### config.mk
export PLATFORM = sky130hd
export DESIGN_NAME = alu_arbiter
export DESIGN_NICKNAME = d
export VERILOG_FILES = /design/src/rtl/alu_arbiter.sv
export SDC_FILE = /design/constraint.sdc
export NUM_CORES = 1
export LEC_CHECK = 0
export CAP_MARGIN = 15
export CORE_UTILIZATION = 52
export DETAILED_ROUTE_END_ITERATION = 16
export MAX_ROUTING_LAYER = met4
export PLACE_DENSITY = 0.95
export SYNTH_ARGS = -nofsm -noshare
export SYNTH_HDL_FRONTEND = slang
export SYNTH_SLANG_ARGS = --single-unit
export TNS_END_PERCENT = 5
### constraint.sdc
create_clock -name clk -period 4.4 [get_ports clk]
set_input_delay 0.66 -clock clk [delete_from_list [all_inputs] [get_ports clk]]
set_output_delay 0.66 -clock clk [all_outputs]
set_load 0.05 [all_outputs]
### src/rtl/alu_arbiter.sv
// Round-robin front end that shares one ALU between two valid/ready requesters
// and sequences a 16-step shift-add multiply through the ALU ADD path.
module alu_arbiter #(
  parameter logic [2:0] MUL_OP = 3'b111,
  parameter int         WIDTH  = 16
) (
  input  logic             clk,
  input  logic             rst_n,

  input  logic             req0_valid,
  output logic             req0_ready,
  input  logic [WIDTH-1:0] req0_a,
  input  logic [WIDTH-1:0] req0_b,
  input  logic [2:0]       req0_op,
  output logic             rsp0_valid,
  input  logic             rsp0_ready,
  output logic [WIDTH-1:0] rsp0_result,
  output logic             rsp0_zero,

  input  logic             req1_valid,
  output logic             req1_ready,
  input  logic [WIDTH-1:0] req1_a,
  input  logic [WIDTH-1:0] req1_b,
  input  logic [2:0]       req1_op,
  output logic             rsp1_valid,
  input  logic             rsp1_ready,
  output logic [WIDTH-1:0] rsp1_result,
  output logic             rsp1_zero,

  output logic [WIDTH-1:0] alu_a,
  output logic [WIDTH-1:0] alu_b,
  output logic [2:0]       alu_op,
  input  logic [WIDTH-1:0] alu_result,
  input  logic             alu_zero,

  output logic             busy
);

  localparam int STEP_W = $clog2(WIDTH);
  localparam logic [STEP_W-1:0] LAST_STEP = STEP_W'(WIDTH - 1);

  typedef enum logic [1:0] {
    IDLE = 2'd0,
    EXEC = 2'd1,
    MUL  = 2'd2,
    RESP = 2'd3
  } state_t;

  state_t state, state_next;

  logic              last_grant;
  logic              grant_id;
  logic              sel;
  logic              accept;
  logic              rsp_take;
  logic [WIDTH-1:0]  cap_a;
  logic [WIDTH-1:0]  cap_b;
  logic [2:0]        cap_op;
  logic [WIDTH-1:0]  acc;
  logic [STEP_W-1:0] step;
  logic              mul_last;
  logic [WIDTH-1:0]  acc_next;
  logic [WIDTH-1:0]  sel_a;
  logic [WIDTH-1:0]  sel_b;
  logic [2:0]        sel_op;

  // On a tie the requester that did not win last time gets the grant.
  always_comb begin
    if (req0_valid && req1_valid) begin
      sel = ~last_grant;
    end else begin
      sel = req1_valid;
    end
  end

  assign req0_ready = (state == IDLE) && req0_valid && !sel;
  assign req1_ready = (state == IDLE) && req1_valid && sel;
  assign accept     = req0_ready || req1_ready;

  assign sel_a  = sel ? req1_a  : req0_a;
  assign sel_b  = sel ? req1_b  : req0_b;
  assign sel_op = sel ? req1_op : req0_op;

  assign rsp_take = (state == RESP) && (grant_id ? rsp1_ready : rsp0_ready);

  assign mul_last = (step == LAST_STEP);
  assign acc_next = cap_b[step] ? alu_result : acc;

  assign rsp0_valid = (state == RESP) && !grant_id;
  assign rsp1_valid = (state == RESP) && grant_id;
  assign busy       = (state != IDLE);

  always_ff @(posedge clk or negedge rst_n) begin
    if (!rst_n) begin
      state <= IDLE;
    end else begin
      state <= state_next;
    end
  end

  always_comb begin
    state_next = state;
    case (state)
      IDLE: begin
        if (accept) begin
          state_next = (sel_op == MUL_OP) ? MUL : EXEC;
        end
      end
      EXEC: state_next = RESP;
      MUL: begin
        if (mul_last) begin
          state_next = RESP;
        end
      end
      RESP: begin
        if (rsp_take) begin
          state_next = IDLE;
        end
      end
      default: state_next = IDLE;
    endcase
  end

  // Multiply step i adds (a << i) to the accumulator through the ALU ADD path.
  always_comb begin
    alu_a  = '0;
    alu_b  = '0;
    alu_op = 3'b000;
    case (state)
      EXEC: begin
        alu_a  = cap_a;
        alu_b  = cap_b;
        alu_op = cap_op;
      end
      MUL: begin
        alu_a  = acc;
        alu_b  = cap_a << step;
        alu_op = 3'b000;
      end
      default: begin
        alu_a  = '0;
        alu_b  = '0;
        alu_op = 3'b000;
      end
    endcase
  end

  always_ff @(posedge clk or negedge rst_n) begin
    if (!rst_n) begin
      last_grant  <= 1'b1;
      grant_id    <= 1'b0;
      cap_a       <= '0;
      cap_b       <= '0;
      cap_op      <= 3'b000;
      acc         <= '0;
      step        <= '0;
      rsp0_result <= '0;
      rsp0_zero   <= 1'b0;
      rsp1_result <= '0;
      rsp1_zero   <= 1'b0;
    end else begin
      case (state)
        IDLE: begin
          if (accept) begin
            cap_a      <= sel_a;
            cap_b      <= sel_b;
            cap_op     <= sel_op;
            grant_id   <= sel;
            last_grant <= sel;
            acc        <= '0;
            step       <= '0;
          end
        end
        EXEC: begin
          if (grant_id) begin
            rsp1_result <= alu_result;
            rsp1_zero   <= alu_zero;
          end else begin
            rsp0_result <= alu_result;
            rsp0_zero   <= alu_zero;
          end
        end
        MUL: begin
          acc  <= acc_next;
          step <= step + 1'b1;
          if (mul_last) begin
            if (grant_id) begin
              rsp1_result <= acc_next;
              rsp1_zero   <= (acc_next == '0);
            end else begin
              rsp0_result <= acc_next;
              rsp0_zero   <= (acc_next == '0);
            end
          end
        end
        default: begin
        end
      endcase
    end
  end

endmodule

# Word level (Yosys, flattened, before mapping)
# Index checks and enable logic that the tools add are counted.
# Widths: inputs -> output; s select.
[word_totals]
register_bits = 93
elab_cells = 85
input_bits = 93
output_inout_bits = 74
[classes]
add_sub_neg = 1
n_lt_le_gt_ge = 1
bitwise_logic = 1
n_reduce_logical = 21
shift = 1
eq_ne = 12
mux = 36
[ops]
columns = ["op", "count"]
rows = [
  ["$mux 16", 10],
  ["$pmux 16 s2", 5],
  ["$logic_not 16->1", 1],
  ["$shl 16x4->16", 1],
  ["$ne 2x2->1 const B", 7],
  ["$mux 1", 9],
  ["$logic_and 1x1->1", 8],
  ["$mux 2", 4],
  ["$pmux 2 s4", 1],
  ["$pmux 4 s2", 1],
  ["$reduce_and 4->1", 2],
  ["$mux 3", 2],
  ["$reduce_bool 2->1", 3],
  ["$lt 4x5->1 const B", 1],
  ["$add 4x1->4 const B", 1],
  ["$bmux 1 s4", 1],
  ["$eq 2x2->1 const B", 2],
  ["$eq 4x4->1 const B", 1],
  ["$mux 4", 1],
  ["$pmux 1 s2", 2],
  ["$reduce_and 2->1", 2],
  ["$eq 3x3->1 const B", 1],
  ["$reduce_and 3->1", 1],
  ["$eq 2x1->1 const B", 1],
  ["4 further kinds", 5],
]

# Logic depth before layout (Yosys ltp)
# Gate-level depths: netlist of run 1.
[logic_depth]
word_depth = 7
mapped_depth = 9

# Least setup slack after synthesis of run 1
# OpenSTA, ideal clock, no wires.
[synth_path]
kind = "reg-to-output"
start = "reg step[0]"
end = "out alu_b[5]"
arrival_time_ps = 2785
stages_incl_launch_ff = 8
t_required_ps = 3740
slack_ps = 955
path_cell_list = "dfrtp_1 -> clkbuf_1 -> buf_2 -> clkbuf_1 -> mux2i_1 -> nor3_1 -> o21ai_0 -> a21boi_0"
[synth_between]
elab_chain_cells = 2
[synth_lines]
columns = ["item", "line_no", "source"]
rows = [
  ["start, declared", "60", "logic [STEP_W-1:0] step;"],
  ["start signal, assigned", "185", "step <= step + 1'b1;"],
  ["$shl 16x4->16", "137", "alu_b = cap_a << step;"],
  ["$pmux 16 s2", "129", "case (state)"],
  ["end, declared", "31", "output logic [WIDTH-1:0] alu_b,"],
]
# Every way passes these cells.

# Worst setup path in the final report of run 1
[layout_path]
start = "reg step[1]"
end = "out alu_b[7]"
# The elaborated chain is that of the path after synthesis.

==> results of run 1 <==
## registers in the layout, summed over array words and instances (netlist names)
| name | count |
|---|---|
| acc | 16 |
| cap_a | 16 |
| cap_b | 16 |
| rsp0_result | 16 |
| rsp1_result | 16 |
| step | 4 |
| cap_op | 3 |
| state | 2 |
| grant_id | 1 |
| last_grant | 1 |
| rsp0_zero | 1 |
| rsp1_zero | 1 |
## cell families (layout without fill, tap and decap cells)
kind of cell | Yosys count | after routing
DFF | 93 | 93
muxes | 73 | 73
adders and majority gates | 5 | 5
and+or+nand+nor | 169 | 169
buffers and inverters | 70 | 214
AOI/OAI and AO/OA | 159 | 159
## where the power goes
| group | switching, mW | internal (mW) | total, mW |
|---|---|---|---|
| clock network | 0.321 | 0.399 | 0.720 |
| logic | 2.43 | 1.53 | 3.96 |
| registers | 0.501 | 1.26 | 1.76 |
## critical path: stages, from the launching register on
cell and delay (ns):
dfrtp_1 1.09, mux4_2 0.67, mux2i_1 0.24, o21ai_0 0.15
and2_1 0.21, clkdlybuf4s50_1 0.70
## cell type report
cell class,count,share of cell area (%)
clock buffers,10,1.83
clock inverters,6,1.55
inverters,22,1.10
multi-input cells,406,39.2
flip-flops and latches,93,31.0
well taps,136,2.26
repair buffers,176,23.1
## routing by layer
metal	share of wire [%]	track usage, %	up-vias
met2	50	51.7	316
li1	-	-	2372
met3	8.6	5.19	41
met5	0	-	-
met4	2.1	10.3	0
met1	40	39.9	2521
## cell usage in the layout, fill, tap and decap left out, types with 2 or more instances in the layout
cell type        instances
bufinv_16                3
a22o_1                  16
a222oi_1                 4
inv_6                    3
o21bai_1                 2
nand2_1                 52
nor3b_1                  2
buf_4                   14
inv_1                   21
a32o_1                   2
or3_1                   15
a22oi_1                 20
o31ai_1                  2
clkdlybuf4s50_1        161
and2_1                  12
nor2_1                  38
clkbuf_8                10
nand4_1                  2
nand3_1                  4
a21o_1                   2
mux4_2                  18
dfrtp_1                 92
mux2i_1                 48
ha_1                     5
nor4_1                   5
or4_1                    4
o32ai_1                  3
nor3_1                   2
a21boi_0                 3
o221ai_1                 3
o21ai_0                 60
nand2b_1                 2
mux2_2                   6
a31oi_1                 32
nor2b_1                 27
## path summary, 6_finish.rpt
kind	end	slack, ns	cells past startpoint
max	alu_b[7]	0.29	5
min	rsp0_result[4]$_DFFE_PN0P_	0.37	1
max reg2reg	acc[2]$_DFFE_PN0P_	1.11	4
min reg2reg	cap_op[0]$_DFFE_PN0P_	0.50	2
max in group asynchronous	cap_a[0]$_DFFE_PN0P_	3.10	2
min in group clk	cap_op[0]$_DFFE_PN0P_	0.50	2
## metrics by stage
stage / total power, mW / utilization [%] / worst slack, ns
finish: 6.44 / 72.9 / 0.294
global route: 6.81 / 72.9 / 0.152
CTS: 6.41 / 72.7 / 0.331
detailed placement: 5.68 / 70.2 / 0.733
global placement: 5.57 / 70.2 / 0.776
floorplan: 4.45 / - / 0.955
==> impl_metrics.ini, run 1 <==
[finish]
seqCellArea_sq_mm = 0.00233
final_nets = 806
drive_above_1_share_pct = 8.56
n_fill_cell = 755
areaGrowthSynthToFinish_pct = 35.7
fin_area_sq_mm = 0.00752
num_antenna_cells = 0
instances_no_fill = 849
multi_input_area_sq_mm = 0.00295

[yosys]
yosys_warnings = 0
synth-edff-count = 0
syn_inst = 569
synth_cell_types = 52
synth_compound_area_share_pct = 18.9
synth_top_family_by_area = compound AO/OA/AOI/OAI gates
synth_mux_area_share_pct = 17.7
ys_seq_elements = 93
netlist.area_leader.share_pct = 41.5
seq_area_frac_synth_pct = 42.0
synthAdderAreaFrac_pct = 1.13
synth_ff_type = dfrtp_1
synth_commonest_cells = 92 x dfrtp_1, 60 x o21ai_0, 52 x nand2_1
yosysTopAreaCell = dfrtp_1
synth-xor-area-share_pct = 0
syn_avg_cell_area_sq_um = 9.74
synthSimpleGateAreaFrac_pct = 15.1
async_flop_share_pct = 100
yosysMostFrequentCell = dfrtp_1
synth_nets = 667
syn_area_sq_mm = 0.00554
yosys-top-cells-area = dfrtp_1 42%, mux2i_1 8.7%, mux4_2 7.3%

[routing]
vias_per_cell = 6.18
vias = 5250
drt_iter0_drc = 455
drt-total-wl_mm = 16.4
detail-route-antenna-nets = 0
first_pass_iters = 7
drc = 0
wl_per_cell_um = 19.4

[setup_path]
rr_startpoint = step[3]$_DFFE_PN0P_
end_kind = output port
crit_required_ns = 3.74
crit_fanout = 26
worstSetupStartpointType = flop
cp-startpoint = step[1]$_DFFE_PN0P_
crit_type = flop to output port
crit_arrival_ns = 3.45

[clock_network]
numClockSinks = 93
clk_latency_ns = 0.37
clk_pin_slew_worst_paths_ns = 0.09
clk_root_buffer_cell = clkbuf_8
clk_path_buf_depth = 2
hold_buffers = 0
cts_tree = yes
numCtsBuffers = 9
postCtsResizedCells = 0
post_cts_buffers = 0
htree_levels = 3

[status]
outcome = completed

[floorplanning]
dieWidth_um = 105
fp.dieArea_sq_mm = 0.0111
fp.dieH_um = 105
core-area_sq_mm = 0.0103
io_pins = 167
start_util_pct = 53.7
fp-row-count = 37

[worst_hold_path]
worstHoldPathType = input port to async pin

[grt]
grt_overflow = 0
grt_pass1_vias = 5131
antenna_found_initial = 0
grtUsageTotal_pct = 31.4
grt_pass1_wl_mm = 26.2
grt_start_max_net_pins = 65

[sta]
setup_tns_ns = 0
fin_crit_sh_pct = 93.3
max_slew_margin_pct = 25.9
fin_skew_ns = 0.0115
period_minus_slack_ns = 4.11
maxSlewViolCount = 0
timing.fmax_mhz = 244
holdWs_ns = 0.367
tightest_slew_ns = 1.11
rsz0062_at_grt = false
setup_viol = 0
finalHoldViolations = 0

[power_and_ir_drop]
cellLeakagePower_nw = 3.03
p_per_area_mw_per_mm2 = 857
peakVddDrop_mv = 0.482

[placed_design]
portBuffers = 166
placed_cell_area_sq_mm = 0.00725
gp_congestion = 0.883
dp.cells = 832
dp_hpwl_mm = 12.2

[job]
cap_violations = 0
Power figures use the tool's default switching activity.
==> run 2: changes to the inputs <==
--- a/config.mk
+++ b/config.mk
@@ -6,7 +6,9 @@
 export NUM_CORES = 1
 export LEC_CHECK = 0
 export CAP_MARGIN = 15
+export CORE_MARGIN = 2
 export CORE_UTILIZATION = 52
+export CTS_CLUSTER_DIAMETER = 80
 export DETAILED_ROUTE_END_ITERATION = 16
 export MAX_ROUTING_LAYER = met4
 export PLACE_DENSITY = 0.95
==> impl_metrics.ini, run 2 (synthesis gave the netlist of run 1 again) <==
[floorplanning]
fp-row-count = 37
dieWidth_um = 107
io_pins = 167
fp.dieArea_sq_mm = 0.0115
core-area_sq_mm = 0.0103
start_util_pct = 53.7
fp.dieH_um = 107

[sta]
setup_viol = 0
fin_crit_sh_pct = 93.2
setup_tns_ns = 0
maxSlewViolCount = 0
fin_skew_ns = 0.0108
period_minus_slack_ns = 4.10
timing.fmax_mhz = 244
finalHoldViolations = 0
max_slew_margin_pct = 24.3
tightest_slew_ns = 1.13
rsz0062_at_grt = false

[setup_path]
crit_arrival_ns = 3.44
crit_fanout = 26
crit_type = flop to output port
crit_required_ns = 3.74
rr_startpoint = step[3]$_DFFE_PN0P_
reg2reg_slack_ns = 1.07
worstSetupStartpointType = flop
end_kind = output port
r2r-end = acc[7]$_DFFE_PN0P_
rr_worst_depth = 4

[clock_network]
postCtsResizedCells = 0
htree_levels = 3
numClockSinks = 93
hold_buffers = 0
clk_pin_slew_worst_paths_ns = 0.10
clk_path_buf_depth = 2
cts_tree = yes
clk_latency_ns = 0.38
numCtsBuffers = 9
post_cts_buffers = 0
clk_root_buffer_cell = clkbuf_8

[finish]
n_fill_cell = 746
areaGrowthSynthToFinish_pct = 35.3
final_nets = 805
final_cell_mix = 161 x clkdlybuf4s50_1, 92 x dfrtp_1, 60 x o21ai_0
drive_above_1_share_pct = 8.43
final_common_cell = clkdlybuf4s50_1
num_antenna_cells = 0
instances_no_fill = 848

[grt]
grt_pass1_vias = 5019
grt_start_max_net_pins = 94
grt_pass1_wl_mm = 26.1
antenna_found_initial = 0
grt_overflow = 0
grtUsageTotal_pct = 30.3

[power_and_ir_drop]
pwr-share-clk_pct = 10.4
pwr-share-comb_pct = 61.9
intPower_mw = 3.12
p_per_area_mw_per_mm2 = 851
peakVddDrop_mv = 0.428
seqPwrFrac_pct = 27.7
p_sw_mw = 3.26
sw_frac_of_total_pct = 51.0
cellLeakagePower_nw = 3.01

[placed_design]
gp_congestion = 0.926
dp.cells = 831
dp_hpwl_mm = 12.2
portBuffers = 166

[routing]
drc = 0
detail-route-antenna-nets = 0
drt_iter0_drc = 392
vias = 5154
first_pass_iters = 5
wl_per_cell_um = 19.4
drt-total-wl_mm = 16.4
vias_per_cell = 6.08

[job]
cap_violations = 0

[status]
outcome = completed

[worst_hold_path]
worstHoldPathType = input port to async pin
==> run 2: changes by cell type in the layout (fill, tap and decap cells not counted), sizes merged <==
cell | before | now
clkinv | 1 | 2
inv | 24 | 23
bufinv | 3 | 2
buf | 15 | 14
clkinvlp | 0 | 1
==> run 2: critical path, cell delays in order, from the launching register on <==
cell	delay, ns
dfrtp_1	1.11
mux4_2	0.67
mux2i_1	0.23
o221ai_1	0.15
and2_1	0.20
clkdlybuf4s50_1	0.71
==> run 2: how the worst max path moves through the flow <==
stage,startpoint,cells past startpoint,end
floorplan,step[0]$_DFFE_PN0P_,7,alu_b[5]
global placement,step[1]$_DFFE_PN0P_,5,alu_b[15]
detailed placement,step[1]$_DFFE_PN0P_,5,alu_b[15]
CTS,step[1]$_DFFE_PN0P_,5,alu_b[15]
global route,step[1]$_DFFE_PN0P_,5,alu_b[15]
finish,step[1]$_DFFE_PN0P_,5,alu_b[15]
==> run 2: cell type report <==
| cell class | count | area (sq um) | share of cell area (%) |
|---|---|---|---|
| Clock buffer | 10 | 138 | 1.84 |
| Clock inverter | 6 | 93.8 | 1.25 |
| Inverter | 22 | 82.6 | 1.10 |
| Multi-Input combinational cell | 406 | 2950 | 39.3 |
| Sequential cell | 93 | 2330 | 31.1 |
| Tap cell | 136 | 170 | 2.27 |
| Timing Repair Buffer | 175 | 1740 | 23.2 |
==> run 2: routing by layer <==
metal,vias to the layer above,part of all wire [%],global-route usage [%]
met1,2485,41,38.6
met4,0,2.0,9.74
met2,266,50,50.8
met5,-,0,-
li1,2374,-,-
met3,29,7.2,3.87
==> run 2: power groups by stage <==
stage          Combinational, mW  Sequential [mW]  Clock, mW
3_5_place_dp                3.92             1.78          0
3_3_place_gp                3.83             1.76          0
5_1_grt                     4.21             1.83      0.703
6_report                    3.95             1.77      0.661
2_1_floorplan               2.40             2.05          0
4_1_cts                     3.95             1.76      0.664
==> run 2: per-stage QoR <==
stage / hold WS (ns) / setup slack, ns / total power, mW / utilization [%] / area (sq um)
2_1_floorplan: 0.364 / 0.955 / 4.45 / - / 5540
3_3_place_gp: 0.456 / 0.744 / 5.60 / 70.1 / 7240
3_5_place_dp: 0.477 / 0.735 / 5.70 / 70.1 / 7240
4_1_cts: 0.498 / 0.323 / 6.37 / 72.4 / 7470
5_1_grt: 0.316 / 0.151 / 6.74 / 72.6 / 7500
6_report: 0.273 / 0.301 / 6.38 / 72.6 / 7500
